**src/rtl/ps2_byte_receiver_pkg.sv**
```systemverilog
// rtl/ps2_byte_receiver_pkg.sv - shared PS/2 frame definitions for receiver, transmitter and master SM
// Purpose: state encodings, frame constants, error-bit positions and the frame error helper.
// Ports: none (package).
package ps2_byte_receiver_pkg;

    typedef enum logic [1:0] {
        ST_IDLE   = 2'd0,
        ST_DATA   = 2'd1,
        ST_PARITY = 2'd2,
        ST_STOP   = 2'd3
    } ps2_state_e;

    localparam int PS2_DATA_BITS          = 8;
    localparam int ERR_PARITY             = 0;
    localparam int ERR_STOP               = 1;
    localparam int DEFAULT_TIMEOUT_CYCLES = 50000;

    // Odd parity: data plus parity bit must hold an odd number of ones.
    function automatic logic [1:0] frame_errors(input logic [PS2_DATA_BITS-1:0] data,
                                                input logic parity, input logic stop);
        logic [1:0] err;
        err             = 2'b00;
        err[ERR_PARITY] = ~^{data, parity};
        err[ERR_STOP]   = ~stop;
        return err;
    endfunction

endpackage

```
**src/rtl/ps2_line_sync.sv**
```systemverilog
// rtl/ps2_line_sync.sv - two-flop synchroniser with one-cycle falling-edge detect for a PS/2 line
// Purpose: brings an asynchronous PS/2 line into the CLK domain and flags its falling edges.
// Ports:
//   clk_i   system clock
//   rst_i   synchronous active-high reset (all flops reset to the idle-high line level)
//   line_i  raw asynchronous line
//   line_o  synchronised line level
//   fall_o  one-cycle pulse when the synchronised line goes 1 -> 0
module ps2_line_sync (
    input  logic clk_i,
    input  logic rst_i,
    input  logic line_i,
    output logic line_o,
    output logic fall_o
);

    logic meta_q;
    logic sync_q;
    logic sync_dly_q;

    always_ff @(posedge clk_i) begin
        if (rst_i) begin
            meta_q     <= 1'b1;
            sync_q     <= 1'b1;
            sync_dly_q <= 1'b1;
        end else begin
            meta_q     <= line_i;
            sync_q     <= meta_q;
            sync_dly_q <= sync_q;
        end
    end

    assign line_o = sync_q;
    assign fall_o = sync_dly_q & ~sync_q;

endmodule

```
**src/rtl/ps2_byte_receiver.sv**
```systemverilog
// rtl/ps2_byte_receiver.sv - PS/2 device-to-host 11-bit frame receiver with timeout
// Purpose: captures start, 8 data bits LSB-first, odd parity and stop from the mouse and
//          presents the byte with a one-cycle ready strobe and parity/stop error flags.
// Ports:
//   CLK              system clock
//   RESET            synchronous active-high reset
//   CLK_MOUSE_IN     raw PS/2 clock line
//   DATA_MOUSE_IN    raw PS/2 data line
//   READ_ENABLE      permits a new frame to start (looked at only in IDLE)
//   BYTE_READ        last received byte
//   BYTE_ERROR_CODE  [0] parity error, [1] stop-bit error
//   BYTE_READY       one-cycle pulse when BYTE_READ/BYTE_ERROR_CODE are new
module ps2_byte_receiver
    import ps2_byte_receiver_pkg::*;
#(
    parameter int TIMEOUT_CYCLES = DEFAULT_TIMEOUT_CYCLES,
    parameter int TIMEOUT_WIDTH  = 16
) (
    input  logic                     CLK,
    input  logic                     RESET,
    input  logic                     CLK_MOUSE_IN,
    input  logic                     DATA_MOUSE_IN,
    input  logic                     READ_ENABLE,
    output logic [PS2_DATA_BITS-1:0] BYTE_READ,
    output logic [1:0]               BYTE_ERROR_CODE,
    output logic                     BYTE_READY
);

    localparam logic [TIMEOUT_WIDTH-1:0] TIMEOUT_LAST = TIMEOUT_WIDTH'(TIMEOUT_CYCLES - 1);

    logic ps2_clk_sync_unused;
    logic ps2_clk_fall;
    logic ps2_data_sync;
    // The receiver never needs data-line edges; the output exists for the transmitter's use.
    logic ps2_data_fall_unused;

    ps2_line_sync u_clk_sync (
        .clk_i  (CLK),
        .rst_i  (RESET),
        .line_i (CLK_MOUSE_IN),
        .line_o (ps2_clk_sync_unused),
        .fall_o (ps2_clk_fall)
    );

    ps2_line_sync u_data_sync (
        .clk_i  (CLK),
        .rst_i  (RESET),
        .line_i (DATA_MOUSE_IN),
        .line_o (ps2_data_sync),
        .fall_o (ps2_data_fall_unused)
    );

    ps2_state_e                 state_q,   state_d;
    logic [2:0]                 bit_cnt_q, bit_cnt_d;
    logic [PS2_DATA_BITS-1:0]   shift_q,   shift_d;
    logic                       parity_q,  parity_d;
    logic [TIMEOUT_WIDTH-1:0]   timeout_q, timeout_d;
    logic [PS2_DATA_BITS-1:0]   byte_q,    byte_d;
    logic [1:0]                 err_q,     err_d;
    logic                       ready_q,   ready_d;

    always_ff @(posedge CLK) begin
        if (RESET) begin
            state_q   <= ST_IDLE;
            bit_cnt_q <= 3'd0;
            shift_q   <= '0;
            parity_q  <= 1'b0;
            timeout_q <= '0;
            byte_q    <= '0;
            err_q     <= 2'b00;
            ready_q   <= 1'b0;
        end else begin
            state_q   <= state_d;
            bit_cnt_q <= bit_cnt_d;
            shift_q   <= shift_d;
            parity_q  <= parity_d;
            timeout_q <= timeout_d;
            byte_q    <= byte_d;
            err_q     <= err_d;
            ready_q   <= ready_d;
        end
    end

    always_comb begin
        state_d   = state_q;
        bit_cnt_d = bit_cnt_q;
        shift_d   = shift_q;
        parity_d  = parity_q;
        timeout_d = '0;
        byte_d    = byte_q;
        err_d     = err_q;
        ready_d   = 1'b0;

        // Expiry takes priority over a coincident fall, so that fall is dropped rather
        // than being mistaken for the start bit of a new frame.
        if (state_q != ST_IDLE && timeout_q == TIMEOUT_LAST) begin
            state_d = ST_IDLE;
        end else begin
            if (state_q != ST_IDLE && !ps2_clk_fall) begin
                timeout_d = timeout_q + TIMEOUT_WIDTH'(1);
            end
            case (state_q)
                ST_IDLE: begin
                    if (ps2_clk_fall && READ_ENABLE && !ps2_data_sync) begin
                        state_d   = ST_DATA;
                        bit_cnt_d = 3'd0;
                    end
                end
                ST_DATA: begin
                    if (ps2_clk_fall) begin
                        shift_d   = {ps2_data_sync, shift_q[PS2_DATA_BITS-1:1]};
                        bit_cnt_d = bit_cnt_q + 3'd1;
                        if (bit_cnt_q == 3'd7) begin
                            state_d = ST_PARITY;
                        end
                    end
                end
                ST_PARITY: begin
                    if (ps2_clk_fall) begin
                        parity_d = ps2_data_sync;
                        state_d  = ST_STOP;
                    end
                end
                ST_STOP: begin
                    if (ps2_clk_fall) begin
                        byte_d  = shift_q;
                        err_d   = frame_errors(shift_q, parity_q, ps2_data_sync);
                        ready_d = 1'b1;
                        state_d = ST_IDLE;
                    end
                end
                default: state_d = ST_IDLE;
            endcase
        end
    end

    assign BYTE_READ       = byte_q;
    assign BYTE_ERROR_CODE = err_q;
    assign BYTE_READY      = ready_q;

endmodule

```
**config.mk**
```make
export PLATFORM = sky130hd
export DESIGN_NAME = ps2_byte_receiver
export DESIGN_NICKNAME = d
export VERILOG_FILES = /design/src/rtl/ps2_byte_receiver_pkg.sv /design/src/rtl/ps2_line_sync.sv /design/src/rtl/ps2_byte_receiver.sv
export SDC_FILE = /design/constraint.sdc
export NUM_CORES = 1
export LEC_CHECK = 0
export CORE_ASPECT_RATIO = 0.8
export CORE_MARGIN = 2
export CORE_UTILIZATION = 60
export DETAILED_ROUTE_END_ITERATION = 10
export HOLD_SLACK_MARGIN = 0.06
export PLACE_DENSITY = 0.87
export SLEW_MARGIN = 25
export SYNTH_ARGS = -nofsm -noshare
export SYNTH_HDL_FRONTEND = slang
export SYNTH_HIERARCHICAL = 1
export SYNTH_SLANG_ARGS = --single-unit
```
**constraint.sdc**
```tcl
create_clock -name CLK -period 4.1 [get_ports CLK]
set_input_delay 0.41 -clock CLK [delete_from_list [all_inputs] [get_ports CLK]]
set_output_delay 0.41 -clock CLK [all_outputs]
set_load 0.01 [all_outputs]
```
==> summary.txt, run 1 <==
CTS
  • Worst-path clk slew: 70 ps
  • CTS tree: yes
  • Post-CTS Hold Fix Bufs: 0
  • Num CTS Buffers: 5
  • Worst-skew pair later-pin latency: 290 ps
  • # resized after CTS: 0
  • H-tree levels: 2
  • Longest Clk Path Bufs: 2
  • Root buffer cell: clkbuf_8
  • Post-CTS setup buffers: 0
  • # clock sinks: 46

Placed design
  • I/O Buffers: 15
  • GP Congestion: 0.810
  • Post-DP HPWL: 2390 microns

Global route
  • Largest net degree at the start of global routing: 32
  • Number of global-route vias before repair: 1,286
  • Grt ovf: 0
  • First-pass GRT wire length: 5920 microns
  • Initial antenna violation count: 0
  • Aggregate global-route resource usage: 19.1%

Timing
  • Period utilisation layout: 54.8%
  • Actual slew at the worst max-slew pin: 495 ps
  • Rel. slew slack: 66.5%
  • Clock Skew: 6.74 ps
  • Unrepaired setup endpoints after global routing: no
  • Setup TNS Final: 0 ps
  • Minimum clock period after layout: 2250 ps
  • Peak Freq: 445 MHz
  • Count of pins over their slew limit: 0
  • Final setup violation count: 0
  • Fin. Hold Viols: 0

Route
  • Drt drc: 0
  • Post-DRT Antenna Nets: 0
  • WL per Instance: 13.4 microns
  • 1st-pass router iterations: 4
  • Routed vias/inst: 5.56
  • 1st-iter DRT viols: 132
  • Drt total wl: 3510 microns
  • DR vias: 1,451

Die
  • # IOs: 16
  • Core Box Area: 3380 sq um
  • Die height: 56.8 microns
  • Die X-Extent: 70.0 microns
  • Die ar.: 3970 sq um
  • Row count: 19
  • Initial Util: 61.9%

Run
  • Maximum Capacitance Violations: 0

Synthesis
  • Avg Inst Size Synth: 10.2 sq um
  • Synth Warn #: 6
  • Syn_nets: 217
  • Synth Instances: 204
  • Post-Synthesis Cell Area: 2090 sq um

Critical path
  • CP arrival: 2420 ps
  • Crit Path Class: reg2reg
  • Worst r2r path cells: 6
  • Worst reg2reg setup slack: 1850 ps
  • Critical Path RT: 4270 ps
  • CP endpoint kind: flip-flop
  • RR Endpoint: timeout_q[9]
  • Crit path max fanout: 16
  • Crit start category: flip-flop
  • RR Startpoint: state_q[0]

Power
  • P_leak: 0.799 nW
  • Flop pwr share: 52.3%
  • Sw frac: 22.6%
  • IR drop worst, VDD: 252 uV
  • Switching power: 0.200 mW
  • Combinational share of power: 10.2%
  • PwrDens: 377 nW/um^2
  • Clock power frac: 37.5%
  • Power Total: 0.885 mW
  • Cell-internal power: 0.685 mW

Status
  • Status: completed

Min path
  • Hold Path Class: reg2reg
  • Min-Delay Endpoint: u_clk_sync/line_o
  • Min-delay src: u_clk_sync/meta_q
  • Hold depth: 1

Layout
  • Fraction of layout cells with a size suffix above 1: 10.5%
  • Fin nets: 232
  • Antenna Cells: 0
  • P&R area growth vs syn: 12.4%
stage by stage:
stage | worst slack (ps) | utilization, % | cell area [sq um] | hold WS, ps | std cells
floorplan | 2140 | - | 2090 | 385 | 204
global placement | 1970 | 66.2 | 2230 | 390 | 254
detailed placement | 1850 | 66.2 | 2230 | 391 | 254
CTS | 1840 | 69.5 | 2350 | 410 | 261
global route | 1640 | 69.5 | 2350 | 429 | 261
finish | 1850 | 69.5 | 2350 | 409 | 261
worst max path at each step:
stage	start	endpoint	depth (start not counted)
floorplan	timeout_q[0]	timeout_q[2]	9
global placement	state_q[0]	timeout_q[8]	6
detailed placement	state_q[0]	timeout_q[7]	6
CTS	state_q[0]	timeout_q[7]	6
global route	state_q[0]	timeout_q[8]	6
finish	state_q[0]	timeout_q[9]	6
final cells by class:
class | count | area [sq um]
Sequential cell | 46 | 921
Inverter | 5 | 18.8
Fill cell | 259 | 1030
Clock inverter | 1 | 30.0
Timing Repair Buffer | 18 | 173
Multi-Input combinational cell | 143 | 1070
Clock buffer | 6 | 82.6
Tap cell | 42 | 52.6
state kept, by name, summed over array words and instances (netlist names), 2 cells and up:
name             count
BYTE_ERROR_CODE      2
bit_cnt_q            3
BYTE_READ            8
shift_q              8
state_q              2
timeout_q           16
critical path, cell delays in order, from the launching register on:
cell and delay [ps]:
dfxtp_1 370, inv_1 100, ha_1 270, nor4b_1 450
and4_1 440, or4_4 400, nor2_1 80
power by group through the flow:
stage | logic [mW] | clock network, mW | registers, mW
3_5_place_dp | 0.0899 | 0 | 0.473
5_1_grt | 0.100 | 0.358 | 0.464
4_1_cts | 0.0911 | 0.339 | 0.463
2_1_floorplan | 0.0838 | 0 | 0.471
3_3_place_gp | 0.0900 | 0 | 0.472
6_report | 0.0905 | 0.332 | 0.462
layer usage:
layer,up-vias,track usage (%),wire length [microns]
met5,-,0,0
met4,0,6.04,38
met3,5,6.46,149
met2,30,27.3,1590
met1,681,27.1,1730
li1,735,-,-
cell usage in the layout (no fill, tap or decap), types with 6 or more instances in the layout:
master	count
a21oi_1	7
clkbuf_8	6
clkdlybuf4s50_1	15
dfxtp_1	46
ha_1	8
mux2i_1	18
nand3_1	7
nor2_1	21
nor2_4	8
xnor2_1	6
xor2_1	11
Power figures use the tool's default switching activity.
==> run 2: changes to the inputs <==
--- a/config.mk
+++ b/config.mk
@@ -7,10 +7,10 @@
 export LEC_CHECK = 0
 export CORE_ASPECT_RATIO = 0.8
 export CORE_MARGIN = 2
-export CORE_UTILIZATION = 60
+export CORE_UTILIZATION = 52
 export DETAILED_ROUTE_END_ITERATION = 10
 export HOLD_SLACK_MARGIN = 0.06
-export PLACE_DENSITY = 0.87
+export PLACE_DENSITY = 0.8
 export SLEW_MARGIN = 25
 export SYNTH_ARGS = -nofsm -noshare
 export SYNTH_HDL_FRONTEND = slang
==> constraint.sdc (replaced) <==
create_clock -name CLK -period 1.9 [get_ports CLK]
set_input_delay 0.19 -clock CLK [delete_from_list [all_inputs] [get_ports CLK]]
set_output_delay 0.19 -clock CLK [all_outputs]
set_load 0.01 [all_outputs]
==> run 2 against run 1 <==
Effect of this change: sequential power up 120%; highest routed layer unchanged; clock power is 67% higher; critical endpoint is now state_q[0]; critical path depth is 1 lower; combinational power grew to 2.9 times the previous value; routed wire length is 1.2% higher; non-clock buffer count rose by 7.
==> summary.txt, run 2 (synthesis results as in run 1) <==
Global route
  • Initial antenna violation count: 0
  • Largest net degree at the start of global routing: 31
  • First-pass GRT wire length: 6040 microns
  • Grt ovf: 0
  • Aggregate global-route resource usage: 17.9%
  • Number of global-route vias before repair: 1,377

Power
  • Sw frac: 25.2%
  • Cell-internal power: 1.36 mW
  • Combinational share of power: 14.2%
  • Clock power frac: 30.5%
  • P_leak: 0.817 nW
  • PwrDens: 747 nW/um^2
  • Switching power: 0.457 mW
  • IR drop worst, VDD: 378 uV
  • Flop pwr share: 55.3%

Timing
  • Peak Freq: 562 MHz
  • Rel. slew slack: 69.5%
  • Clock Skew: 5.95 ps
  • Final setup violation count: 0
  • Unrepaired setup endpoints after global routing: no
  • Setup TNS Final: 0 ps
  • Count of pins over their slew limit: 0
  • Minimum clock period after layout: 1780 ps
  • Fin. Hold Viols: 0
  • Period utilisation layout: 93.7%
  • Actual slew at the worst max-slew pin: 451 ps

Die
  • Initial Util: 54.5%
  • Die X-Extent: 74.9 microns
  • Core Box Area: 3830 sq um
  • Row count: 20
  • # IOs: 16
  • Die ar.: 4540 sq um
  • Die height: 60.7 microns

CTS
  • Root buffer cell: clkbuf_8
  • Post-CTS Hold Fix Bufs: 0
  • Num CTS Buffers: 5
  • CTS tree: yes
  • H-tree levels: 2
  • Longest Clk Path Bufs: 2
  • Worst-path clk slew: 80 ps
  • # clock sinks: 46
  • Worst-skew pair later-pin latency: 300 ps

Min path
  • Hold Path Class: reg2reg
  • Min-delay src: u_clk_sync/meta_q

Critical path
  • Worst Setup SP: state_q[0]
  • CP arrival: 1970 ps
  • Slowest stage delay, CP: 400 ps
  • RR Startpoint: state_q[0]
  • Crit path max-delay cell type: a221o_1
  • Critical Path RT: 2090 ps
  • Worst path cell trace: inv_2 -> ha_2 -> or3_1 -> a221o_1 -> a2111oi_2
  • Crit path max fanout: 4
  • Crit start category: flip-flop
  • Crit Path Class: reg2reg
  • CP endpoint kind: flip-flop

Placed design
  • I/O Buffers: 15
  • GP Congestion: 0.758
  • Cell Area, Placed: 2300 sq um
  • Post-DP HPWL: 2430 microns

Layout
  • P&R area growth vs syn: 16.5%
  • Fin nets: 239
  • Max reg flops: 16
  • Post-route cell area: 2430 sq um
  • Multi-input logic area: 1110 sq um
  • Fraction of layout cells with a size suffix above 1: 17.3%
  • Antenna Cells: 0
  • Final-layout fill cell count: 307
  • Commonest cells after routing, fill and taps aside: dfxtp_1 (43), nor2_1 (21), mux2i_1 (18), clkdlybuf4s50_1 (15), xor2_1 (11)
  • Register with the most flip-flops: timeout_q
  • Flip-flop and latch area: 925 sq um
  • Utilization after layout: 63.6%
  • Most common cell after layout, fill and taps aside: dfxtp_1

Route
  • DR vias: 1,429
  • Drt drc: 0
  • Post-DRT Antenna Nets: 0
  • 1st-iter DRT viols: 96
  • 1st-pass router iterations: 4
  • Drt total wl: 3550 microns
  • WL per Instance: 12.6 microns
  • Routed vias/inst: 5.09

Status
  • Status: completed

Run
  • Maximum Capacitance Violations: 0
-- run 2: power groups by stage --
stage | Combinational [mW] | Clock, mW | Sequential (mW)
finish | 0.259 | 0.554 | 1.00
global route | 0.283 | 0.606 | 1.01
detailed placement | 0.211 | 0 | 1.02
CTS | 0.222 | 0.574 | 1.00
global placement | 0.208 | 0 | 1.02
floorplan | 0.186 | 0 | 1.02
-- run 2: critical path, delay by kind of cell (launching register included) --
kind,cells,cell delay [ps]
buf+inv,1,60
fa+ha+maj,1,200
flops,1,360
compound gates,2,700
simple gates,1,360
-- run 2: layout make-up --
type	count	area share, %
multi-input cells	143	45.5
clock buffers	7	3.14
inverters	5	0.771
flip-flops and latches	46	38.0
repair buffers	25	9.77
well taps	55	2.83
-- run 2: worst paths after layout --
kind	endpoint	slack, ps	cells past startpoint
min reg2reg	u_clk_sync/line_o	410	1
max	state_q[0]	120	5
min	u_clk_sync/line_o	410	1
max reg2reg	state_q[0]	120	5
-- run 2: repair_timing --
action | 4_1_cts | 5_1_grt
endpoints found under the setup margin | 1 | 11
buffers inserted | 0 | 3
endpoints found under the hold margin | 0 | 0
resized for setup | 2 | 6
pin swaps | 0 | 2
-- run 2: stage by stage --
step                      hold slack, ps  power [mW]  cells  setup slack, ps
after CTS                            412        1.80    278             1.52
after detailed placement             394        1.23    271            -17.9
after global routing                 432        1.90    281             15.0
final                                410        1.82    281              120
after global placement               392        1.23    271             68.9
after floorplan                      287        1.21    204             6.83
-- run 2: routing by layer --
layer,vias to the layer above,wire length [microns],global-route usage (%)
met5,-,0,0
li1,754,-,-
met3,7,144,5.98
met2,26,1490,26.2
met1,642,1830,24.2
met4,0,85,8.16
==> run 3: changes to the inputs <==
--- a/config.mk
+++ b/config.mk
@@ -5,12 +5,11 @@
 export SDC_FILE = /design/constraint.sdc
 export NUM_CORES = 1
 export LEC_CHECK = 0
-export CORE_ASPECT_RATIO = 0.8
 export CORE_MARGIN = 2
-export CORE_UTILIZATION = 52
+export CORE_UTILIZATION = 60
 export DETAILED_ROUTE_END_ITERATION = 10
 export HOLD_SLACK_MARGIN = 0.06
-export PLACE_DENSITY = 0.8
+export PLACE_DENSITY = 0.87
 export SLEW_MARGIN = 25
 export SYNTH_ARGS = -nofsm -noshare
 export SYNTH_HDL_FRONTEND = slang
==> constraint.sdc (replaced) <==
create_clock -name CLK -period 2.1 [get_ports CLK]
set_input_delay 0.21 -clock CLK [delete_from_list [all_inputs] [get_ports CLK]]
set_output_delay 0.21 -clock CLK [all_outputs]
set_load 0.01 [all_outputs]
==> run 3 against run 2 <==
Effect of this change: clock skew up 4.5 ps; sequential cell count unchanged; critical path depth up 1; global-route usage grew 1.4 points; design area fell by 3.4%; via count up 1.6%; sequential power is 9.5% lower; routed wire length grew 0.70%; first-iteration DRC count down 52%.
==> summary.txt, run 3 (synthesis results as in run 1) <==
Critical path
  • Crit path max fanout: 16
  • Crit start category: flip-flop
  • CP arrival: 2240 ps
  • Critical Path RT: 2400 ps
  • Crit Path Class: reg2reg
  • CP endpoint kind: flip-flop

Route
  • Drt drc: 0
  • DR vias: 1,452
  • Drt total wl: 3570 microns
  • Routed vias/inst: 5.42
  • Post-DRT Antenna Nets: 0
  • 1st-iter DRT viols: 46
  • WL per Instance: 13.3 microns
  • 1st-pass router iterations: 4

Die
  • Initial Util: 62.6%
  • Die ar.: 3970 sq um
  • Row count: 21
  • Core Box Area: 3340 sq um
  • Die X-Extent: 63.0 microns
  • # IOs: 16
  • Die height: 63.0 microns

Min path
  • Hold Path Class: in2reg

Global route
  • Largest net degree at the start of global routing: 31
  • Aggregate global-route resource usage: 19.4%
  • Grt ovf: 0
  • Initial antenna violation count: 0
  • First-pass GRT wire length: 6120 microns
  • Number of global-route vias before repair: 1,367

Layout
  • Fin cells: 268
  • Most common cell after layout, fill and taps aside: dfxtp_1
  • Antenna Cells: 0
  • Fin nets: 234
  • Commonest cells after routing, fill and taps aside: dfxtp_1 (46), nor2_1 (21), mux2i_1 (18), clkdlybuf4s50_1 (15), xor2_1 (11)
  • Register with the most flip-flops: timeout_q
  • Fraction of layout cells with a size suffix above 1: 12.6%
  • Max reg flops: 16
  • P&R area growth vs syn: 12.5%

CTS
  • # clock sinks: 46
  • Worst-skew pair later-pin latency: 360 ps
  • Post-CTS Hold Fix Bufs: 0
  • Worst-path clk slew: 140 ps
  • Post-CTS setup buffers: 0
  • CTS tree: yes
  • Num CTS Buffers: 5
  • # resized after CTS: 0
  • Root buffer cell: clkbuf_4
  • Longest Clk Path Bufs: 2
  • H-tree levels: 2

Power
  • P_leak: 0.792 nW
  • PwrDens: 696 nW/um^2
  • IR drop worst, VDD: 483 uV

Timing
  • Minimum clock period after layout: 1940 ps
  • Final setup violation count: 0
  • Actual slew at the worst max-slew pin: 532 ps
  • Period utilisation layout: 92.5%
  • Fin. Hold Viols: 0
  • Unrepaired setup endpoints after global routing: no
  • Count of pins over their slew limit: 0
  • Setup TNS Final: 0 ps
  • Peak Freq: 515 MHz
  • Rel. slew slack: 64.0%
  • Clock Skew: 10.5 ps

Run
  • Maximum Capacitance Violations: 0

Placed design
  • GP Congestion: 0.779
  • Post-DP HPWL: 2460 microns
  • Dpl cells: 260
  • I/O Buffers: 15

Status
  • Status: completed
run 3: cell count changes in the layout (fill, tap and decap cells not counted), moves of 3 or more:
cell,before,now
clkbuf_4,0,5
ha_2,3,0
dfxtp_2,3,0
ha_1,4,8
clkbuf_8,5,0
buf_4,9,5
dfxtp_1,43,46
run 3: worst max-delay path, stage by stage, from the launching register on:
cell,delay [ps]
dfxtp_1,350
inv_1,140
ha_1,290
nor4b_2,90
and4_1,220
or4_4,600
a21oi_1,190
run 3: cell type report:
class                           instances  area [sq um]
Clock buffer                            5          37.5
Clock inverter                          3          45.0
Fill cell                             261           987
Inverter                                5          18.8
Multi-Input combinational cell        143          1080
Sequential cell                        46           921
Tap cell                               46          57.6
Timing Repair Buffer                   20           188
run 3: power by group:
part	switching [mW]	internal, mW	leakage, nW
clock network	0.292	0.250	0.0374
registers	0.0146	0.890	0.372
logic	0.113	0.0752	0.383
total	0.420	1.22	0.792
run 3: path summary, 6_finish.rpt:
path                       end         startpoint  slack, ps  cells past startpoint
max reg2reg      timeout_q[15]         state_q[0]        160                      6
min          u_clk_sync/meta_q       CLK_MOUSE_IN        400                      2
min reg2reg  u_clk_sync/line_o  u_clk_sync/meta_q        420                      1
max              timeout_q[15]         state_q[0]        160                      6
run 3: per-stage QoR:
stage / power (mW) / util (%) / cell area (sq um) / worst slack (ps) / hold WS [ps]
floorplan: 1.08 / - / 2090 / 137 / 307
global placement: 1.10 / 67.6 / 2250 / 183 / 388
detailed placement: 1.10 / 67.6 / 2250 / 111 / 393
CTS: 1.64 / 70.0 / 2340 / 91.0 / 391
global route: 1.71 / 70.4 / 2350 / 6.49 / 407
finish: 1.64 / 70.4 / 2350 / 157 / 403
run 3: metal layers:
metal,wire [microns],part of all wire (%),global-route usage [%],up-vias
met4,46,1.3,6.94,0
met5,0,0,0,-
li1,-,-,-,744
met3,151,4.2,3.96,6
met2,1690,47,30.9,30
met1,1680,47,26.0,672
